==> config.mk <==
export PLATFORM = sky130hd
export DESIGN_NAME = search_mon
export DESIGN_NICKNAME = d
export VERILOG_FILES = /design/src/rtl/search_mon_pkg.sv /design/src/rtl/search_mon_fifo.sv /design/src/rtl/search_mon.sv
export SDC_FILE = /design/constraint.sdc
export NUM_CORES = 1
export LEC_CHECK = 0
export CAP_MARGIN = 10
export CORE_ASPECT_RATIO = 0.5
export CORE_MARGIN = 1
export CORE_UTILIZATION = 43
export CTS_CLUSTER_DIAMETER = 30
export CTS_CLUSTER_SIZE = 25
export DETAILED_ROUTE_END_ITERATION = 12
export PLACE_DENSITY = 0.66
export RECOVER_POWER = 25
export SYNTH_ARGS = -nofsm -noshare
export SYNTH_HDL_FRONTEND = slang
export SYNTH_SLANG_ARGS = --single-unit
export TNS_END_PERCENT = 50
==> constraint.sdc <==
create_clock -name clk_i -period 6.9 [get_ports clk_i]
set_clock_uncertainty 0.2 [all_clocks]
set_input_delay 1.035 -clock clk_i [delete_from_list [all_inputs] [get_ports clk_i]]
set_output_delay 1.035 -clock clk_i [all_outputs]
set_load 0.03 [all_outputs]
==> src/rtl/search_mon_pkg.sv <==
// Shared types, error-bit indices and helpers for the rule-search monitor.
package search_mon_pkg;

    // Monitor FSM state; the encoding is visible on state_o.
    typedef enum logic [1:0] {
        IDLE = 2'd0,
        WAIT = 2'd1,
        HALT = 2'd2
    } state_t;

    // Bit positions inside the sticky error vector.
    localparam int ERR_ORPHAN   = 0;
    localparam int ERR_OVERFLOW = 1;
    localparam int ERR_NOTREADY = 2;
    localparam int ERR_TIMEOUT  = 3;
    localparam int ERR_TAB      = 4;
    localparam int ERR_W        = 5;

    // Increment val, holding at the all-ones value of a width-bit counter.
    function automatic logic [63:0] sat_inc(input logic [63:0] val, input int unsigned width);
        logic [63:0] max_val;
        max_val = (width >= 64) ? '1 : ((64'd1 << width) - 64'd1);
        return (val >= max_val) ? max_val : val + 64'd1;
    endfunction

endpackage

==> src/rtl/search_mon_fifo.sv <==
// Outstanding-search FIFO: holds {key, issue timestamp} in issue order.
// A push into a full FIFO is accepted when a pop happens in the same cycle.
module search_mon_fifo #(
    parameter int C_WIDTH = 40,
    parameter int C_DEPTH = 8
) (
    input  logic                     clk_i,
    input  logic                     rstn,
    input  logic                     clear_i,
    input  logic                     push_i,
    input  logic                     pop_i,
    input  logic [C_WIDTH-1:0]       wr_data_i,
    output logic [C_WIDTH-1:0]       rd_data_o,
    output logic                     full_o,
    output logic                     empty_o,
    output logic [$clog2(C_DEPTH):0] count_o
);

    localparam int AW = $clog2(C_DEPTH);
    localparam int CW = AW + 1;

    logic [C_WIDTH-1:0] mem [C_DEPTH];
    logic [AW-1:0]      wr_ptr_q;
    logic [AW-1:0]      rd_ptr_q;
    logic [CW-1:0]      count_q;
    logic               do_push;
    logic               do_pop;

    assign empty_o   = (count_q == '0);
    assign full_o    = (count_q == CW'(C_DEPTH));
    assign do_pop    = pop_i & ~empty_o;
    assign do_push   = push_i & (~full_o | do_pop);
    assign rd_data_o = mem[rd_ptr_q];
    assign count_o   = count_q;

    // Storage write.
    // NOTE: the data array has no reset; occupancy is tracked by the pointers and
    // count, so stale words are never observed and the array can map to plain RAM.
    always_ff @(posedge clk_i) begin
        if (do_push && !clear_i) begin
            mem[wr_ptr_q] <= wr_data_i;
        end
    end

    // Pointer and occupancy bookkeeping; pointers wrap because the depth is a power of 2.
    // NOTE: sequential state uses non-blocking assignments so every register samples
    // pre-edge values regardless of statement order.
    always_ff @(posedge clk_i or negedge rstn) begin
        if (!rstn) begin
            wr_ptr_q <= '0;
            rd_ptr_q <= '0;
            count_q  <= '0;
        end else if (clear_i) begin
            wr_ptr_q <= '0;
            rd_ptr_q <= '0;
            count_q  <= '0;
        end else begin
            if (do_push) wr_ptr_q <= wr_ptr_q + AW'(1);
            if (do_pop)  rd_ptr_q <= rd_ptr_q + AW'(1);
            count_q <= count_q + CW'(do_push) - CW'(do_pop);
        end
    end

endmodule

==> src/rtl/search_mon.sv <==
// Passive monitor for the rule-search RAM array: pairs searches with responses
// in order, measures latency, keeps saturating statistics and sticky error flags.
module search_mon
    import search_mon_pkg::*;
#(
    parameter int C_NUM_TABLE      = 4,
    parameter int C_RULE_WIDTH     = 24,
    parameter int C_MEM_DATA_WIDTH = 56,
    parameter int C_MEM_ADDR_WIDTH = 8,
    parameter int C_MAX_PEND       = 8,
    parameter int C_TIMEOUT        = 64,
    parameter int C_LAT_WIDTH      = 16,
    parameter int C_CNT_WIDTH      = 32,
    parameter int C_STOP_ON_ERR    = 0
) (
    input  logic                                   clk_i,
    input  logic                                   rstn,
    input  logic                                   clear_i,
    input  logic                                   search_i,
    input  logic [C_RULE_WIDTH-1:0]                key_i,
    input  logic [C_NUM_TABLE-1:0]                 ready_i,
    input  logic [C_NUM_TABLE-1:0]                 busy_i,
    input  logic                                   hit_vd_i,
    input  logic                                   hit_i,
    input  logic [3:0]                             hit_tab_i,
    input  logic [C_MEM_ADDR_WIDTH-1:0]            hit_addr_i,
    input  logic [C_MEM_DATA_WIDTH-C_RULE_WIDTH-1:0] hit_data_i,
    output logic                                   resp_vd_o,
    output logic [C_RULE_WIDTH-1:0]                resp_key_o,
    output logic                                   resp_hit_o,
    output logic [C_LAT_WIDTH-1:0]                 resp_lat_o,
    output logic [C_CNT_WIDTH-1:0]                 search_cnt_o,
    output logic [C_CNT_WIDTH-1:0]                 hit_cnt_o,
    output logic [C_CNT_WIDTH-1:0]                 miss_cnt_o,
    output logic [C_LAT_WIDTH-1:0]                 lat_max_o,
    output logic [$clog2(C_MAX_PEND):0]            pend_o,
    output logic [4:0]                             err_o,
    output logic [1:0]                             state_o
);

    localparam int PW = $clog2(C_MAX_PEND) + 1;
    localparam int FW = C_RULE_WIDTH + C_LAT_WIDTH;
    localparam logic [C_LAT_WIDTH-1:0] TMO = C_LAT_WIDTH'(C_TIMEOUT);

    state_t                  state_q, state_d;
    logic [C_LAT_WIDTH-1:0]  ts_q;
    logic [C_LAT_WIDTH-1:0]  lat_max_q;
    logic [C_CNT_WIDTH-1:0]  search_cnt_q, hit_cnt_q, miss_cnt_q;
    logic [ERR_W-1:0]        err_q, err_set;
    logic                    resp_vd_q, resp_hit_q;
    logic [C_RULE_WIDTH-1:0] resp_key_q;
    logic [C_LAT_WIDTH-1:0]  resp_lat_q;

    logic                    fifo_full, fifo_empty;
    logic [PW-1:0]           fifo_count, count_next;
    logic [FW-1:0]           head;
    logic [C_RULE_WIDTH-1:0] head_key;
    logic [C_LAT_WIDTH-1:0]  head_ts, age;

    logic                    halt;
    logic                    resp_pop, tmo_pop, pop_en, resp_pop_en, push_en;

    // Hit address/data are observed but not needed for pairing.
    logic unused_hit_fields;
    assign unused_hit_fields = ^{hit_addr_i, hit_data_i};

    assign {head_key, head_ts} = head;
    assign age  = ts_q - head_ts;   // modular difference, valid across wrap
    assign halt = (state_q == HALT);

    search_mon_fifo #(
        .C_WIDTH (FW),
        .C_DEPTH (C_MAX_PEND)
    ) u_fifo (
        .clk_i     (clk_i),
        .rstn      (rstn),
        .clear_i   (clear_i),
        .push_i    (push_en),
        .pop_i     (pop_en),
        .wr_data_i ({key_i, ts_q}),
        .rd_data_o (head),
        .full_o    (fifo_full),
        .empty_o   (fifo_empty),
        .count_o   (fifo_count)
    );

    // Issue/response/timeout decisions and error events for this cycle.
    // NOTE: every signal gets a default at the top of the block, so no path leaves a
    // value unassigned and no latch is inferred.
    always_comb begin
        err_set     = '0;
        resp_pop    = hit_vd_i & ~fifo_empty;
        tmo_pop     = ~fifo_empty & ~hit_vd_i & (age >= TMO);
        resp_pop_en = resp_pop & ~halt;
        pop_en      = (resp_pop | tmo_pop) & ~halt;
        push_en     = search_i & ~halt & (~fifo_full | pop_en);
        count_next  = fifo_count + PW'(push_en) - PW'(pop_en);

        err_set[ERR_ORPHAN]   = hit_vd_i & fifo_empty;
        err_set[ERR_OVERFLOW] = search_i & fifo_full & ~pop_en;
        err_set[ERR_NOTREADY] = search_i & ((|busy_i) | ~(&ready_i));
        err_set[ERR_TIMEOUT]  = tmo_pop;
        err_set[ERR_TAB]      = hit_vd_i & hit_i & ({1'b0, hit_tab_i} >= 5'(C_NUM_TABLE));
    end

    // FSM next state: track FIFO occupancy, divert to HALT on any error when enabled.
    always_comb begin
        state_d = state_q;
        case (state_q)
            IDLE:    if (push_en) state_d = WAIT;
            WAIT:    if (count_next == '0) state_d = IDLE;
            HALT:    state_d = HALT;
            default: state_d = IDLE;
        endcase
        if ((C_STOP_ON_ERR != 0) && (|err_set)) begin
            state_d = HALT;
        end
    end

    // FSM state register.
    always_ff @(posedge clk_i or negedge rstn) begin
        if (!rstn) begin
            state_q <= IDLE;
        end else if (clear_i) begin
            state_q <= IDLE;
        end else begin
            state_q <= state_d;
        end
    end

    // Free-running timestamp and sticky error flags (flags keep accumulating in HALT).
    always_ff @(posedge clk_i or negedge rstn) begin
        if (!rstn) begin
            ts_q  <= '0;
            err_q <= '0;
        end else if (clear_i) begin
            ts_q  <= '0;
            err_q <= '0;
        end else begin
            ts_q  <= ts_q + C_LAT_WIDTH'(1);
            err_q <= err_q | err_set;
        end
    end

    // Statistics counters and maximum latency; frozen while halted.
    always_ff @(posedge clk_i or negedge rstn) begin
        if (!rstn) begin
            search_cnt_q <= '0;
            hit_cnt_q    <= '0;
            miss_cnt_q   <= '0;
            lat_max_q    <= '0;
        end else if (clear_i) begin
            search_cnt_q <= '0;
            hit_cnt_q    <= '0;
            miss_cnt_q   <= '0;
            lat_max_q    <= '0;
        end else if (!halt) begin
            if (search_i) begin
                search_cnt_q <= C_CNT_WIDTH'(sat_inc(64'(search_cnt_q), C_CNT_WIDTH));
            end
            if (resp_pop_en) begin
                if (hit_i) hit_cnt_q  <= C_CNT_WIDTH'(sat_inc(64'(hit_cnt_q), C_CNT_WIDTH));
                else       miss_cnt_q <= C_CNT_WIDTH'(sat_inc(64'(miss_cnt_q), C_CNT_WIDTH));
                if (age > lat_max_q) lat_max_q <= age;
            end
        end
    end

    // Paired-response output register, one cycle after the response is accepted.
    always_ff @(posedge clk_i or negedge rstn) begin
        if (!rstn) begin
            resp_vd_q  <= 1'b0;
            resp_key_q <= '0;
            resp_hit_q <= 1'b0;
            resp_lat_q <= '0;
        end else if (clear_i) begin
            resp_vd_q  <= 1'b0;
            resp_key_q <= '0;
            resp_hit_q <= 1'b0;
            resp_lat_q <= '0;
        end else begin
            resp_vd_q <= resp_pop_en;
            if (resp_pop_en) begin
                resp_key_q <= head_key;
                resp_hit_q <= hit_i;
                resp_lat_q <= age;
            end
        end
    end

    assign resp_vd_o    = resp_vd_q;
    assign resp_key_o   = resp_key_q;
    assign resp_hit_o   = resp_hit_q;
    assign resp_lat_o   = resp_lat_q;
    assign search_cnt_o = search_cnt_q;
    assign hit_cnt_o    = hit_cnt_q;
    assign miss_cnt_o   = miss_cnt_q;
    assign lat_max_o    = lat_max_q;
    assign pend_o       = fifo_count;
    assign err_o        = err_q;
    assign state_o      = state_q;

endmodule

==> flow_summary.json <==
{
  "outcome": "complete, no violations",
  "yosysTopAreaCell": "edfxtp_1",
  "clock_path_buffers": 3,
  "drt_iter0_markers": 1198,
  "required_ps": 7170,
  "grt_pass1_vias": 15100,
  "ys_async_sr_fraction_pct": 36.9,
  "layout-drive-gt1-share_pct": 14.7,
  "row_count": 59,
  "drt-total-wl_um": 55300,
  "area_growth_syn_to_layout_pct": 26.4,
  "rsz0062_at_grt": "false",
  "dr_total_vias": 15200,
  "hpwl_um": 33000,
  "max-slew-margin-rel_pct": 20.0,
  "drv_slew": 0,
  "yosys_most_used_dff": "edfxtp_1",
  "layout_common_cells": "320 x edfxtp_1, 184 x dfrtp_1, 182 x clkdlybuf4s50_1",
  "final_common_cell": "edfxtp_1",
  "grt_overflow": 0,
  "fin_crit_ps": 6400,
  "grt_max_degree": 102,
  "start_util_pct": 43.6,
  "clk_pin_slew_worst_paths_ps": 50,
  "cts_max_level": 3,
  "grtUsageTotal_pct": 20.6,
  "hold_violations": 0,
  "routabilityCongestion": 0.825,
  "critPathKind": "reg2reg",
  "synth.area.mux_share_pct": 10.4,
  "worstMarginPinSlew_ps": 1190,
  "critPathLaunchType": "flop",
  "die_y_um": 165,
  "setup_viol": 0,
  "setup_slack_ps": 500,
  "core_area_um2": 52000,
  "drv_cap": 0,
  "synth_top_family_by_area": "simple AND/OR/NAND/NOR gates",
  "cpMostUsedCell": "ha_1",
  "power.total_mw": 10.7,
  "cp_max_fo": 11,
  "avgSynthCellArea_um2": 13.1,
  "min_path_type": "in2async",
  "cts_resized": 0,
  "syn_nets": 1863,
  "yosysSeqAreaShare_pct": 62.9,
  "tns_ps": 0,
  "cts.sinks": 507,
  "synthAdderAreaFrac_pct": 2.85,
  "pre_cts_ws_ps": 658,
  "synth_edf_count": 320,
  "io_buffers": 204,
  "yosysUniqueCellTypes": 68,
  "netlist_area_um2": 22700,
  "postCtsHoldBufs": 0,
  "arrival_ps": 6670,
  "antenna_found_initial": 1,
  "cts_root_buffer": "clkbuf_16",
  "routedWlPerCell_um": 20.2,
  "dr.pass1.iters": 5,
  "io_pins": 247,
  "slowest_stage": "dfrtp_4",
  "synth_compound_area_share_pct": 9.76,
  "fmax_mhz": 156,
  "synthXorXnorAreaFrac_pct": 1.00,
  "ant_nets": 0,
  "drcViolationCount": 0,
  "crit_chain": "buf_4 > mux4_2 > mux2i_1 > ha_1 > a211oi_1 > o21ai_0 > mux2i_1 > a2111oi_0 > or4_1 > or4_4 > or3_4 > o31a_2 > ha_1 > inv_1 > ha_1 > inv_1 > fa_1 > xnor2_1 > nor4_1 > nor3_1 > o21a_1",
  "num-nets-final": 2102,
  "cp-end-kind": "flop",
  "die_area_um2": 53800,
  "p_per_area_nw_per_um2": 374,
  "yosys_warnings": 0,
  "p_leak_nw": 10.6,
  "max_stage_delay_ps": 570,
  "postCtsSetupBuffers": 0,
  "numPlacedInstances": 2586,
  "synthSimpleGateAreaFrac_pct": 10.5,
  "synthTopCellsByArea": "edfxtp_1 42%, dfrtp_1 21%, mux4_2 7.9%",
  "post-route-period-util_pct": 92.8,
  "final_cells": 2743,
  "clk_latency_ps": 620,
  "cts_tree": "yes",
  "grt_pass1_wl_um": 86300,
  "synth_top_area_share_pct": 42.3,
  "die_w_um": 327,
  "ys_ff_latch": 507,
  "cts_inserted_buffers": 83,
  "irDropWorstVdd_uv": 224,
  "avgViaCountPerCell": 5.55,
  "syn_inst": 1731
}
==> worst max-delay path, delay by kind of cell, from the launching register on <==
kind	cells	cell delay, ps
adders and majority gates	4	1170
DFF	1	570
AOI/OAI and AO/OA	5	1060
and+or+nand+nor	5	1760
buffers and inverters	3	400
muxes	3	970
xor gates and xnor gates	1	130
==> through the flow <==
stage	util, %	area [um2]	hold WS (ps)
after global routing	55.2	28700	339
after detailed placement	49.4	25700	299
final	55.2	28700	311
after CTS	55.2	28700	310
after floorplan	-	22700	356
after global placement	49.4	25700	295
==> state kept, by name (all words and copies together), names as in the netlist <==
signal           count
err_o                5
hit_cnt_o           32
lat_max_o           16
miss_cnt_o          32
resp_hit_o           1
resp_key_o          24
resp_lat_o          16
resp_vd_o            1
search_cnt_o        32
state_o              2
ts_q                16
u_fifo.count_o       4
u_fifo.mem         320
u_fifo.rd_ptr_q      3
u_fifo.wr_ptr_q      3
==> cell usage after synthesis (3+ instances only) <==
library cell	instances
xnor2_1	15
dfrtp_1	187
ha_1	47
o22ai_1	3
a21oi_1	96
a21o_1	9
or3_1	14
a311oi_1	4
nor2_1	176
o211ai_1	6
fa_1	3
nor3_1	40
mux2i_1	51
and4b_1	3
or4_1	5
edfxtp_1	320
nand2_1	108
inv_1	68
and4_1	6
nand4_1	16
a2bb2oi_1	3
o21ai_0	131
and2_1	10
nand3_1	41
xor2_1	11
a211o_1	3
buf_1	9
a211oi_1	42
a31oi_1	20
nor2b_1	12
nand2b_1	12
or2_2	9
o21a_1	7
nor3b_1	3
nor4_1	10
and3_1	25
clkbuf_1	70
mux4_2	80
a22o_1	12
o31ai_1	7
==> kinds of logic (layout without fill, tap and decap cells) <==
kind of cell,count (synthesis),in the layout
buf+inv,149,459
compound gates,364,364
flops,507,507
other cells,0,1
xor+xnor,26,26
mux,135,135
fa+ha+maj,50,50
simple gates,500,500
==> path summary, 6_finish.rpt <==
kind,startpoint,to,slack [ps],cells past startpoint
setup / recovery,u_fifo.rd_ptr_q[0]$_DFFE_PN0P_,state_o[0]$_DFFE_PN0P_,500,21
hold / removal,rstn,hit_cnt_o[30]$_DFFE_PN0P_,310,1
setup reg to reg,u_fifo.rd_ptr_q[0]$_DFFE_PN0P_,state_o[0]$_DFFE_PN0P_,500,21
hold reg to reg,resp_lat_o[0]$_DFFE_PN0N_,resp_lat_o[0]$_DFFE_PN0N_,310,2
max in group asynchronous,rstn,miss_cnt_o[30]$_DFFE_PN0P_,4680,2
min in group clk_i,resp_lat_o[0]$_DFFE_PN0N_,resp_lat_o[0]$_DFFE_PN0N_,310,2
==> power breakdown <==
part	switching [mW]	internal [mW]	leakage, nW
combinational	1.54	1.24	3.64
sequential	0.171	3.41	5.48
clock	1.59	2.78	1.44
==> per-layer routing <==
| layer | GRT usage, % | up-vias | wire length [um] | share of wire [%] |
|---|---|---|---|---|
| met5 | 0 | - | 0 | 0 |
| met4 | 6.22 | 0 | 1280 | 2.3 |
| met3 | 3.81 | 91 | 2380 | 4.3 |
| met2 | 34.1 | 361 | 27100 | 49 |
| met1 | 27.9 | 7712 | 24600 | 44 |
| li1 | - | 7053 | - | - |
==> layout make-up <==
| cell class | instances | area (um2) |
|---|---|---|
| diodes | 1 | 2.50 |
| clock inverters | 60 | 800 |
| clock buffers | 96 | 2220 |
| multi-input cells | 1075 | 7880 |
| repair buffers | 235 | 2380 |
| inverters | 68 | 255 |
| well taps | 701 | 877 |
| flip-flops and latches | 507 | 14300 |
| fillers | 4208 | 23300 |
(Power assumes the default switching activity.)
